<file path="config.mk">
export PLATFORM = sky130hd
export DESIGN_NAME = nist_multi_test_monitor
export DESIGN_NICKNAME = d
export VERILOG_FILES = /design/src/rtl/nist_multi_test_monitor.sv
export SDC_FILE = /design/constraint.sdc
export NUM_CORES = 1
export LEC_CHECK = 0
export BUFFER_PORTS_ARGS = -buffer_cell sky130_fd_sc_hd__buf_2
export CORE_MARGIN = 5
export CORE_UTILIZATION = 50
export CTS_CLUSTER_DIAMETER = 150
export DETAILED_ROUTE_END_ITERATION = 16
export PLACE_DENSITY = 0.75
export SETUP_SLACK_MARGIN = 0.2
export SLEW_MARGIN = 20
export SYNTH_ARGS = -nofsm -noshare
export SYNTH_HDL_FRONTEND = slang
export SYNTH_SLANG_ARGS = --single-unit
</file>
<file path="constraint.sdc">
create_clock -name clk -period 4.57 [get_ports clk]
set_clock_uncertainty 0.1 [all_clocks]
set_input_delay 0.914 -clock clk [delete_from_list [all_inputs] [get_ports clk]]
set_output_delay 0.914 -clock clk [all_outputs]
set_load 0.02 [all_outputs]
</file>
<file path="src/rtl/nist_multi_test_monitor.sv">
// Online randomness monitor running three NIST-style tests (monobit, block
// frequency, longest run) over consecutive windows of N = 2^LOG2_N bits.
// Each completed window gets a one-cycle verdict (EVAL), which updates the sticky
// per-test error flags and a saturating count of failing windows.
//
// Handshake: there is no valid/ready pair. While 'en' is high in RUN, one RND_in
// bit is consumed on every rising edge. 'done' pulses for exactly one cycle after
// each verdict, and the error and fail_cnt outputs are updated in that same cycle.
module nist_multi_test_monitor #(
  parameter int LOG2_N   = 10,
  parameter int MONO_THR = 64,
  parameter int BLK_LOG2 = 5,
  parameter int BLK_THR  = 8,
  parameter int BLK_MAX  = 4,
  parameter int RUN_MAX  = 20,
  parameter int FCNT_W   = 8
) (
  input  logic              clk,
  input  logic              rstn,
  input  logic              RND_in,
  input  logic              en,
  input  logic [2:0]        test_mask,
  input  logic              clr_err,
  output logic [2:0]        error,
  output logic              err_any,
  output logic              done,
  output logic [FCNT_W-1:0] fail_cnt
);

  localparam int BAD_W = $clog2(BLK_MAX + 2);
  localparam int RUN_W = $clog2(RUN_MAX + 2);

  localparam logic [1:0] S_IDLE = 2'd0;
  localparam logic [1:0] S_RUN  = 2'd1;
  localparam logic [1:0] S_EVAL = 2'd2;

  // N and M expressed at the width of their doubled-count statistics
  localparam logic [LOG2_N+1:0]   N_VAL    = {2'b01, {LOG2_N{1'b0}}};
  localparam logic [BLK_LOG2+1:0] M_VAL    = {2'b01, {BLK_LOG2{1'b0}}};
  localparam logic [BAD_W-1:0]    BAD_SAT  = BAD_W'(BLK_MAX + 1);
  localparam logic [RUN_W-1:0]    RUN_SAT  = RUN_W'(RUN_MAX + 1);
  localparam logic [RUN_W-1:0]    RUN_ONE  = RUN_W'(1);
  localparam logic [FCNT_W-1:0]   FCNT_MAX = {FCNT_W{1'b1}};

  logic [1:0]          state_q, state_d;
  logic [LOG2_N-1:0]   bit_cnt_q, bit_cnt_d;
  logic [LOG2_N:0]     ones_q, ones_d;
  logic [BLK_LOG2:0]   blk_ones_q, blk_ones_d;
  logic [BAD_W-1:0]    bad_q, bad_d;
  logic [RUN_W-1:0]    run_q, run_d;
  logic                prev_q, prev_d;
  logic                run_fail_q, run_fail_d;
  logic [2:0]          error_q, error_d;
  logic [FCNT_W-1:0]   fail_cnt_q, fail_cnt_d;
  logic                done_q, done_d;

  logic [BLK_LOG2:0]   blk_sum;
  logic [BLK_LOG2+1:0] blk_diff, blk_abs;
  logic                blk_bad;
  logic [LOG2_N+1:0]   mono_diff, mono_abs;
  logic                mono_fail, blk_fail;
  logic [2:0]          fail_vec;

  // Block statistic includes the bit arriving this cycle; |2*ones - M| via two's complement
  always_comb begin
    blk_sum  = blk_ones_q + {{BLK_LOG2{1'b0}}, RND_in};
    blk_diff = {blk_sum, 1'b0} - M_VAL;
    blk_abs  = blk_diff[BLK_LOG2+1] ? (~blk_diff + 1'b1) : blk_diff;
    blk_bad  = 32'(blk_abs) > 32'(BLK_THR);
  end

  // Window verdict; the true range [-N, N] of 2*ones - N fits the signed LOG2_N+2 bits
  always_comb begin
    mono_diff = {ones_q, 1'b0} - N_VAL;
    mono_abs  = mono_diff[LOG2_N+1] ? (~mono_diff + 1'b1) : mono_diff;
    mono_fail = 32'(mono_abs) > 32'(MONO_THR);
    blk_fail  = 32'(bad_q) > 32'(BLK_MAX);
    fail_vec  = test_mask & {run_fail_q, blk_fail, mono_fail};
  end

  // Next-state logic: sequencing, accumulators and verdict bookkeeping
  always_comb begin
    state_d    = state_q;
    bit_cnt_d  = bit_cnt_q;
    ones_d     = ones_q;
    blk_ones_d = blk_ones_q;
    bad_d      = bad_q;
    run_d      = run_q;
    prev_d     = prev_q;
    run_fail_d = run_fail_q;
    done_d     = 1'b0;
    // Clear acts first so a coincident failing verdict lands on a clean slate
    error_d    = clr_err ? 3'b000 : error_q;
    fail_cnt_d = clr_err ? '0 : fail_cnt_q;

    case (state_q)
      S_IDLE: begin
        bit_cnt_d  = '0;
        ones_d     = '0;
        blk_ones_d = '0;
        bad_d      = '0;
        run_d      = '0;
        prev_d     = 1'b0;
        run_fail_d = 1'b0;
        if (en) state_d = S_RUN;
      end

      S_RUN: begin
        if (!en) begin
          // Aborted window: drop everything collected so far
          state_d    = S_IDLE;
          bit_cnt_d  = '0;
          ones_d     = '0;
          blk_ones_d = '0;
          bad_d      = '0;
          run_d      = '0;
          prev_d     = 1'b0;
          run_fail_d = 1'b0;
        end else begin
          bit_cnt_d = bit_cnt_q + 1'b1;
          ones_d    = ones_q + {{LOG2_N{1'b0}}, RND_in};
          prev_d    = RND_in;

          if (&bit_cnt_q[BLK_LOG2-1:0]) begin
            blk_ones_d = '0;
            if (blk_bad && (bad_q != BAD_SAT)) bad_d = bad_q + 1'b1;
          end else begin
            blk_ones_d = blk_sum;
          end

          if ((bit_cnt_q == '0) || (RND_in != prev_q)) begin
            run_d = RUN_ONE;
          end else if (run_q != RUN_SAT) begin
            run_d = run_q + 1'b1;
          end
          if (run_d == RUN_SAT) run_fail_d = 1'b1;

          if (&bit_cnt_q) state_d = S_EVAL;
        end
      end

      S_EVAL: begin
        done_d  = 1'b1;
        error_d = error_d | fail_vec;
        if ((|fail_vec) && (fail_cnt_d != FCNT_MAX)) fail_cnt_d = fail_cnt_d + 1'b1;
        bit_cnt_d  = '0;
        ones_d     = '0;
        blk_ones_d = '0;
        bad_d      = '0;
        run_d      = '0;
        prev_d     = 1'b0;
        run_fail_d = 1'b0;
        state_d    = en ? S_RUN : S_IDLE;
      end

      default: state_d = S_IDLE;
    endcase
  end

  // State and accumulator registers with asynchronous clear
  always_ff @(posedge clk or negedge rstn) begin
    if (!rstn) begin
      state_q    <= S_IDLE;
      bit_cnt_q  <= '0;
      ones_q     <= '0;
      blk_ones_q <= '0;
      bad_q      <= '0;
      run_q      <= '0;
      prev_q     <= 1'b0;
      run_fail_q <= 1'b0;
      error_q    <= 3'b000;
      fail_cnt_q <= '0;
      done_q     <= 1'b0;
    end else begin
      state_q    <= state_d;
      bit_cnt_q  <= bit_cnt_d;
      ones_q     <= ones_d;
      blk_ones_q <= blk_ones_d;
      bad_q      <= bad_d;
      run_q      <= run_d;
      prev_q     <= prev_d;
      run_fail_q <= run_fail_d;
      error_q    <= error_d;
      fail_cnt_q <= fail_cnt_d;
      done_q     <= done_d;
    end
  end

  assign error    = error_q;
  assign err_any  = |error_q;
  assign done     = done_q;
  assign fail_cnt = fail_cnt_q;

endmodule

</file>
==> results of run 1 <==
## power by group
group | switching, mW | leakage, nW | internal, mW
sequential | 0.00606 | 0.707 | 0.454
clock | 0.153 | 0.0412 | 0.107
combinational | 0.0391 | 0.806 | 0.0220
## flip-flops by register name, indices dropped and copies added (netlist names)
signal      cells
done            1
fail_cnt        8
ones_q         11
error           3
blk_ones_q      6
prev_q          1
bad_q           3
run_fail_q      1
bit_cnt_q      10
state_q         2
run_q           5
## kinds of logic (layout without fill, tap and decap cells)
kind of cell             after synthesis  in the layout  synth area share (%)
AO/OA/AOI/OAI                         84             84                  17.7
XOR/XNOR                              19             19                  6.00
adder cells (fa/ha/maj)               16             16                  6.39
buffers and inverters                 29             44                  3.60
flip-flops                            51             51                  40.8
multiplexers                           6              6                  2.36
AND/OR/NAND/NOR                      145            145                  23.2
## critical path: cells and delay by family
kind	cells	cell delay, ns
muxes	1	0.34
and+or+nand+nor	2	0.35
AOI/OAI and AO/OA	3	0.51
buffers and inverters	2	0.19
xor gates and xnor gates	1	0.19
adders and majority gates	3	0.70
## path summary, 6_finish.rpt
kind / start / endpoint / slack [ns] / cells after the start
setup / recovery: RND_in / bad_q[0] / 1.49 / 12
hold / removal: error[1] / error[1] / 0.43 / 1
setup reg to reg: blk_ones_q[0] / bad_q[0] / 1.83 / 11
hold reg to reg: error[1] / error[1] / 0.43 / 1
max in group asynchronous: rstn / bit_cnt_q[8] / 3.32 / 2
min in group asynchronous: rstn / ones_q[6] / 0.62 / 2
## layout by cell type, fill, tap and decap left out, types with 12 or more instances in the layout
master   synthesis  layout
nand3_1         12      12
inv_1           14      14
dfrtp_1         51      51
nand2_1         52      52
o21ai_0         47      47
and3_1          18      18
buf_2            3      20
ha_1            16      16
nor2b_1         12      12
nor2_1          22      22
## cell type report
type | count | share of cell area [%]
Multi-Input combinational cell | 270 | 51.8
Sequential cell | 51 | 37.9
Timing Repair Buffer | 22 | 3.42
Tap cell | 75 | 2.79
Clock buffer | 6 | 2.16
Inverter | 14 | 1.56
Clock inverter | 2 | 0.372
## metal layers
metal	part of all wire [%]	routed length (um)	vias up
met2	47	3110	37
met4	1.1	71	0
met5	0	0	-
met1	49	3210	1238
met3	3.1	204	7
li1	-	-	1260
## synthesized netlist by cell type, types with 2 or more instances
| cell | count |
|---|---|
| buf_2 | 3 |
| and2_1 | 7 |
| a31oi_1 | 3 |
| nor2b_1 | 12 |
| a22oi_1 | 3 |
| mux2_2 | 3 |
| a21oi_1 | 5 |
| a22o_1 | 3 |
| nand4_1 | 4 |
| nand2_1 | 52 |
| nor4b_1 | 3 |
| o31ai_1 | 3 |
| a2111oi_0 | 2 |
| o2111ai_1 | 2 |
| nor4_1 | 2 |
| mux2_4 | 2 |
| and3_1 | 18 |
| xnor2_1 | 9 |
| a41oi_1 | 2 |
| nor2_1 | 22 |
| inv_1 | 14 |
| o21ai_0 | 47 |
| xor2_1 | 8 |
| ha_1 | 16 |
| nand2b_1 | 2 |
| or3_1 | 2 |
| dfrtp_1 | 51 |
| nor3_1 | 4 |
| nand3_1 | 12 |
| o2bb2ai_1 | 3 |
| clkbuf_1 | 12 |
## per-stage QoR
step | instances | utilization (%) | setup WS, ns | hold slack [ns]
global placement | 432 | 54.7 | 1.26 | 0.410
CTS | 440 | 56.2 | 1.49 | 0.433
global route | 440 | 56.2 | 1.37 | 0.459
finish | 440 | 56.2 | 1.49 | 0.431
detailed placement | 432 | 54.7 | 1.17 | 0.415
floorplan | 350 | - | 1.49 | 0.362
==> impl_metrics.csv, run 1 <==
group,metric,value,unit
cells_and_area,synthToLayoutAreaGrowth,7.47,%
die,core_region_area,5990,um2
clock_network,clockRootBuffer,"clkbuf_8",
logic_synthesis,synth_top_area_share,40.8,%
power,power.leakage,1.55,nW
drt,drc,0,
status,status,"finished, final reports clean",
die,rows,28,
cells_and_area,diodes,0,
job,maxCapViolCount,0,
drt,wl_per_cell,15.0,um
worst_setup_path,max_stage_delay,0.35,ns
global_routing,met2_usage,29.2,%
cells_and_area,multi_input_area,1740,um2
global_routing,gr-usage-met1,25.3,%
logic_synthesis,synth_cell_types,50,
logic_synthesis,synth-seq-cells,51,
power,fin_total_pwr,782,uW
global_routing,grt_usage,18.1,%
worst_hold_path,hold_class,"flop to flop",
power,p_per_area,232,nW/um2
logic_synthesis,yosysWarnings,0,
placement,io_buffers,20,
clock_network,insertion_delay,0.31,ns
logic_synthesis,synth_area_leaders,"dfrtp_1 (41%), o21ai_0 (7.5%), ha_1 (6.4%)",
worst_setup_path,cp_common_cell,"ha_1",
logic_synthesis,synthArstFlopShare,100,%
logic_synthesis,synth_nets,374,
die,die_x,89.1,um
logic_synthesis,yosysTopAreaCell,"dfrtp_1",
worst_setup_path,cp.required,4.69,ns
clock_network,hold_buffers,0,
clock_network,postCtsResizedCells,0,
cells_and_area,finish.instance_area,3360,um2
logic_synthesis,synth.avg_cell_area,8.94,um2
clock_network,cts_htree_levels,2,
cells_and_area,drive_gt1_share,11.5,%
drt,vias,2542,
drt,drt_iter0_drc,82,
worst_setup_path,crit_type,"input port to flop",
die,fp.dieH,89.1,um
placement,gp_congestion,0.867,
global_routing,grtUsageMet3,3.13,%
die,dieArea,7940,um2
sta,fmax,0.324,GHz
logic_synthesis,ys.flop_type,"dfrtp_1",
sta,slew_headroom,48.1,%
sta,setup_violations,0,
cells_and_area,nets,388,
clock_network,cts_setup_buffers,0,
global_routing,grt_pass1_vias,2499,
sta,tightest_slew,0.773,ns
die,start_util,52.3,%
drt,finalWirelength,6600,um
sta,maxSlewViolCount,0,
worst_setup_path,path_max_fanout,5,
sta,post-route-min-period,3.08,ns
cells_and_area,seqCellArea,1280,um2
sta,final-hold-violation-count,0,
power,peakVddDrop,0.000145,V
worst_setup_path,crit_chain,"buf_2 > ha_1 > ha_1 > inv_1 > ha_1 > xnor3_1 > o21ai_0 > a221o_1 > nand4_1 > and3_1 > mux2_2 > o21ai_0",
drt,viasPerCell,5.78,
drt,firstDrtPassIters,4,
sta,period_share,67.5,%
clock_network,cts_num_sinks,51,
global_routing,top_usage_layer,"met2",
placement,dp_hpwl,4650,um
drt,ant_nets,0,
sta,tns,0,ns
clock_network,cts_inserted_buffers,5,
global_routing,antenna_found_initial,0,
worst_setup_path,slowest_stage,"a221o_1",
logic_synthesis,synth.yosys.seq_area_share,40.8,%
logic_synthesis,syn_inst,350,
clock_network,cts_tree,"done",
clock_network,max-clock-path-buffers,2,
clock_network,clkTransAtPathRegs,0.10,ns
logic_synthesis,synth-edff-count,0,
global_routing,grt_pass1_wl,11400,um
cells_and_area,n_fill_cell,532,
logic_synthesis,syn_area,3130,um2
worst_setup_path,cp.arrival,3.20,ns
worst_setup_path,cp-end-kind,"flop",
global_routing,gr-total-overflow,0,
placement,place_area,3280,um2
sta,rsz0062_at_grt,"no",
die,ios,21,
global_routing,grt_max_degree,52,
worst_setup_path,crit_path_start_kind,"input port",
No activity file was read; power rests on OpenSTA's default activity.
==> run 2, diff against run 1 <==
clock period = 3.1 ns   (was 4.57 ns; I/O delays follow)
==> run 2 against run 1 <==
Compared with the run above: combinational power rose by 57%; critical endpoint unchanged; first-iteration DRC count rose by 52%; wire length increased by 0.52%; critical path depth decreased by 1; via count increased by 1.1%; core utilization grew 1.5 points; sequential cell count stayed put; critical path type is now flop to flop; hold slack worse by 0.15 ns; total power increased by 69%; setup slack got worse by 1.1 ns; global-route usage grew 0.63 points; non-clock buffer count rose by 5.
==> impl_metrics.csv, run 2 (same netlist as run 1, synthesis figures left out) <==
group,metric,value,unit
clock_network,insertion_delay,0.30,ns
sta,slew_headroom,49.3,%
sta,final-hold-violation-count,0,
clock_network,clkTransAtPathRegs,0.09,ns
worst_setup_path,cp.required,3.22,ns
worst_setup_path,crit_type,"flop to flop",
clock_network,postCtsResizedCells,0,
cells_and_area,final_common_cell,"nand2_1",
power,power_frac_comb,7.3,%
cells_and_area,instances_no_fill,445,
power,power.leakage,1.60,nW
cells_and_area,nets,393,
power,peakVddDrop,0.000317,V
sta,period_share,87.9,%
global_routing,gr-total-overflow,0,
placement,pre_cts_slack,0.0693,ns
sta,post-route-min-period,2.72,ns
cells_and_area,finish.instance_area,3450,um2
worst_setup_path,max_stage_delay,0.42,ns
drt,vias,2569,
placement,place_area,3320,um2
global_routing,antenna_found_initial,0,
worst_setup_path,slowest_stage,"dfrtp_1",
placement,io_buffers,20,
die,fp.dieH,89.1,um
sta,rsz0062_at_grt,"no",
sta,setup_violations,0,
drt,drt_iter0_drc,125,
cells_and_area,final_cell_mix,"nand2_1 (52), dfrtp_1 (51), o21ai_0 (47), nor2_1 (22), buf_2 (20)",
worst_setup_path,crit_family,"adder cells",
die,core_region_area,5990,um2
sta,fmax,0.367,GHz
clock_network,cts_inserted_buffers,5,
power,power_switching,294,uW
sta,tightest_slew,0.760,ns
sta,maxSlewViolCount,0,
die,rows,28,
status,status,"finished, final reports clean",
worst_setup_path,rrSetupSlack,0.38,ns
worst_setup_path,timing.rr.start,"blk_ones_q[0]",
clock_network,cts_num_sinks,51,
drt,finalWirelength,6630,um
clock_network,clockRootBuffer,"clkbuf_8",
power,internal_power,1.03,mW
die,die_x,89.1,um
power,fin_total_pwr,1.32,mW
sta,tns,0,ns
drt,viasPerCell,5.77,
drt,drc,0,
clock_network,cts_tree,"done",
worst_setup_path,reg2reg_depth,11,
clock_network,cts_setup_buffers,0,
cells_and_area,top_register,"ones_q",
clock_network,cts_htree_levels,2,
die,start_util,52.3,%
worst_hold_path,hold_class,"input port to async pin",
placement,dp_hpwl,4740,um
die,dieArea,7940,um2
global_routing,grt_pass1_vias,2554,
clock_network,hold_buffers,0,
global_routing,grt_pass1_wl,11800,um
die,ios,21,
placement,dp_cells,437,
cells_and_area,synthToLayoutAreaGrowth,10.3,%
cells_and_area,diodes,0,
cells_and_area,drive_gt1_share,13.0,%
power,p_seq_share,51.2,%
worst_setup_path,crit_chain,"ha_1 > ha_1 > inv_1 > ha_1 > xnor3_1 > o21ai_0 > a221o_1 > nand4_1 > and3_1 > mux2_2 > o21ai_0",
worst_setup_path,crit_path_start_kind,"flop",
worst_setup_path,cp.arrival,2.84,ns
power,p_per_area,382,nW/um2
power,clockPowerShare,41.6,%
cells_and_area,n_fill_cell,512,
drt,ant_nets,0,
job,maxCapViolCount,0,
worst_setup_path,path_max_fanout,3,
worst_setup_path,reg2reg_to,"bad_q[0]",
worst_setup_path,cp-end-kind,"flop",
cells_and_area,largest_register_ffs,11,
sta,setup_ws,0.376,ns
global_routing,grt_usage,18.7,%
drt,firstDrtPassIters,4,
clock_network,max-clock-path-buffers,2,
worst_setup_path,cp_common_cell,"ha_1",
placement,gp_congestion,0.780,
global_routing,grt_max_degree,34,
power,switching_share,22.3,%
drt,wl_per_cell,14.9,um
worst_setup_path,cp_num_buf_inv,1,
[run 2: cell types whose count changed in the layout (fill, tap and decap cells not counted)]
| cell | before | now |
|---|---|---|
| clkinv_2 | 1 | 0 |
| bufinv_16 | 0 | 2 |
| clkbuf_1 | 1 | 0 |
| buf_4 | 2 | 7 |
[run 2: area by class of cell]
cell class / instances / area, um2 / share of cell area (%)
Multi-Input combinational cell: 270 / 1740 / 50.4
Sequential cell: 51 / 1280 / 37.0
Clock inverter: 3 / 67.6 / 1.96
Timing Repair Buffer: 27 / 153 / 4.42
Clock buffer: 5 / 68.8 / 1.99
Inverter: 14 / 52.6 / 1.52
Tap cell: 75 / 93.8 / 2.72
[run 2: layer usage]
layer	track usage [%]	up-vias	wire [um]
met5	0	-	0
met4	4.06	0	55
met3	3.04	4	294
met2	30.9	50	3140
met1	26.0	1242	3140
li1	-	1273	-
[run 2: stage by stage]
step,utilization (%),hold WS (ns)
after floorplan,-,0.224
after global placement,55.4,0.402
after detailed placement,55.4,0.407
after CTS,57.6,0.302
after global routing,57.6,0.339
final,57.6,0.278
[run 2: power groups by stage]
stage | Combinational (mW) | Clock (mW) | Sequential (mW)
finish | 0.0960 | 0.549 | 0.675
global route | 0.110 | 0.590 | 0.677
CTS | 0.0981 | 0.566 | 0.676
detailed placement | 0.0976 | 0 | 0.689
global placement | 0.0945 | 0 | 0.688
floorplan | 0.0595 | 0 | 0.687
[run 2: how the worst max path moves through the flow]
stage                     cells past startpoint        to           from
after floorplan                              11  bad_q[0]         RND_in
after global placement                       12  bad_q[0]         RND_in
after detailed placement                     12  bad_q[0]         RND_in
after CTS                                    11  bad_q[0]  blk_ones_q[0]
after global routing                         11  bad_q[0]  blk_ones_q[0]
final                                        11  bad_q[0]  blk_ones_q[0]
==> run 3, diff against run 2 <==
MAX_ROUTING_LAYER = met4   (was unset)
==> run 3 against run 2 <==
Compared with the run above: sequential cell count stayed put; global-route usage is 0.57 points higher; sequential share of layout area stayed put; critical path depth is 1 higher; final cell count stayed put; via count is 0.70% lower; non-clock buffer count stayed put; hold slack hardly changed; wire length is 0.38% higher; total power hardly changed; maximum frequency hardly changed; critical path type is now input port to flop; highest routed layer unchanged.
==> impl_metrics.csv, run 3 (same netlist as run 1, synthesis figures left out) <==
group,metric,value,unit
global_routing,grt_usage,19.3,%
cells_and_area,diodes,0,
power,p_per_area,382,nW/um2
clock_network,insertion_delay,0.30,ns
clock_network,postCtsResizedCells,0,
sta,tns,0,ns
placement,io_buffers,20,
cells_and_area,synthToLayoutAreaGrowth,10.3,%
sta,tightest_slew,0.759,ns
cells_and_area,largest_register_ffs,11,
global_routing,grt_pass1_wl,11800,um
sta,maxSlewViolCount,0,
drt,wl_per_cell,15.0,um
drt,finalWirelength,6660,um
cells_and_area,drive_gt1_share,13.0,%
placement,gp_congestion,0.791,
worst_setup_path,path_max_fanout,3,
power,internal_power,1.03,mW
cells_and_area,top_register,"ones_q",
power,p_seq_share,51.2,%
sta,slew_headroom,49.4,%
drt,firstDrtPassIters,4,
clock_network,cts_inserted_buffers,5,
clock_network,cts_num_sinks,51,
drt,drt_iter0_drc,154,
drt,viasPerCell,5.73,
power,power_frac_comb,7.3,%
worst_setup_path,crit_type,"input port to flop",
cells_and_area,nets,393,
power,power.leakage,1.60,nW
power,power_switching,293,uW
die,dieArea,7940,um2
worst_hold_path,hold_class,"input port to async pin",
cells_and_area,final_common_cell,"nand2_1",
worst_setup_path,cp.arrival,2.84,ns
power,switching_share,22.2,%
sta,post-route-min-period,2.72,ns
cells_and_area,final_cell_mix,"nand2_1 (52), dfrtp_1 (51), o21ai_0 (47), nor2_1 (22), buf_2 (20)",
drt,drc,0,
sta,final-hold-violation-count,0,
clock_network,max-clock-path-buffers,2,
die,die_x,89.1,um
cells_and_area,finish.instance_area,3450,um2
sta,period_share,87.9,%
sta,hold_slack,0.278,ns
die,ios,21,
drt,ant_nets,0,
die,fp.dieH,89.1,um
die,core_region_area,5990,um2
placement,dp_hpwl,4740,um
job,maxCapViolCount,0,
global_routing,grt_max_degree,34,
worst_setup_path,cp-end-kind,"flop",
power,peakVddDrop,0.000317,V
die,rows,28,
drt,vias,2551,
sta,rsz0062_at_grt,"no",
sta,setup_violations,0,
worst_setup_path,crit_path_start_kind,"input port",
clock_network,clockRootBuffer,"clkbuf_8",
global_routing,gr-total-overflow,0,
power,clockPowerShare,41.5,%
placement,place_area,3320,um2
clock_network,hold_buffers,0,
status,status,"finished, final reports clean",
global_routing,grt_pass1_vias,2553,
clock_network,clkTransAtPathRegs,0.09,ns
clock_network,cts_setup_buffers,0,
global_routing,antenna_found_initial,0,
clock_network,cts_tree,"done",
sta,fmax,0.367,GHz
clock_network,cts_htree_levels,2,
worst_setup_path,cp.required,3.22,ns
die,start_util,52.3,%
[run 3: cell counts in the layout (fill, tap and decap cells not counted)]
No cell type changed its count.
[run 3: area by class of cell]
class	instances	area (um2)
clock buffers	5	68.8
clock inverters	3	67.6
fillers	512	2540
inverters	14	52.6
multi-input cells	270	1740
flip-flops and latches	51	1280
well taps	75	93.8
repair buffers	27	153
[run 3: metrics by stage]
| stage | instances | setup WS (ns) | total power [mW] | utilization (%) |
|---|---|---|---|---|
| finish | 445 | 0.376 | 1.32 | 57.6 |
| global route | 445 | 0.265 | 1.38 | 57.6 |
| CTS | 445 | 0.373 | 1.34 | 57.6 |
| detailed placement | 437 | 0.0693 | 0.786 | 55.4 |
| global placement | 437 | 0.121 | 0.783 | 55.4 |
| floorplan | 350 | 0.317 | 0.747 | - |
[run 3: critical path, stage by stage]
cell     delay [ns]
buf_2          0.10
ha_1           0.19
ha_1           0.29
inv_1          0.05
ha_1           0.21
xnor3_1        0.18
o21ai_0        0.07
a221o_1        0.34
nand4_1        0.14
and3_1         0.24
mux2_2         0.34
o21ai_0        0.06
[run 3: routing by layer]
metal	vias to the layer above	GRT usage [%]	wire [um]
li1	1271	-	-
met1	1226	26.1	3230
met2	50	30.8	3140
met3	4	2.95	235
met4	0	4.06	54
met5	-	-	0
[run 3: power groups by stage]
stage / clock [mW] / combinational, mW / sequential [mW]
final: 0.548 / 0.0959 / 0.675
after global routing: 0.590 / 0.110 / 0.677
after CTS: 0.566 / 0.0981 / 0.676
after detailed placement: 0 / 0.0976 / 0.689
after global placement: 0 / 0.0945 / 0.688
after floorplan: 0 / 0.0595 / 0.687
[run 3: worst paths after layout]
kind                                     from   endpoint  slack (ns)  cells past startpoint
worst max-delay path                   RND_in   bad_q[0]        0.38                     12
worst min-delay path                     rstn  ones_q[5]        0.28                      1
worst max register to register  blk_ones_q[0]   bad_q[0]        0.38                     11
worst min register to register       bad_q[2]   bad_q[2]        0.42                      1
max in group asynchronous                rstn   bad_q[0]        1.99                      2
min in group clk                     bad_q[2]   bad_q[2]        0.42                      1
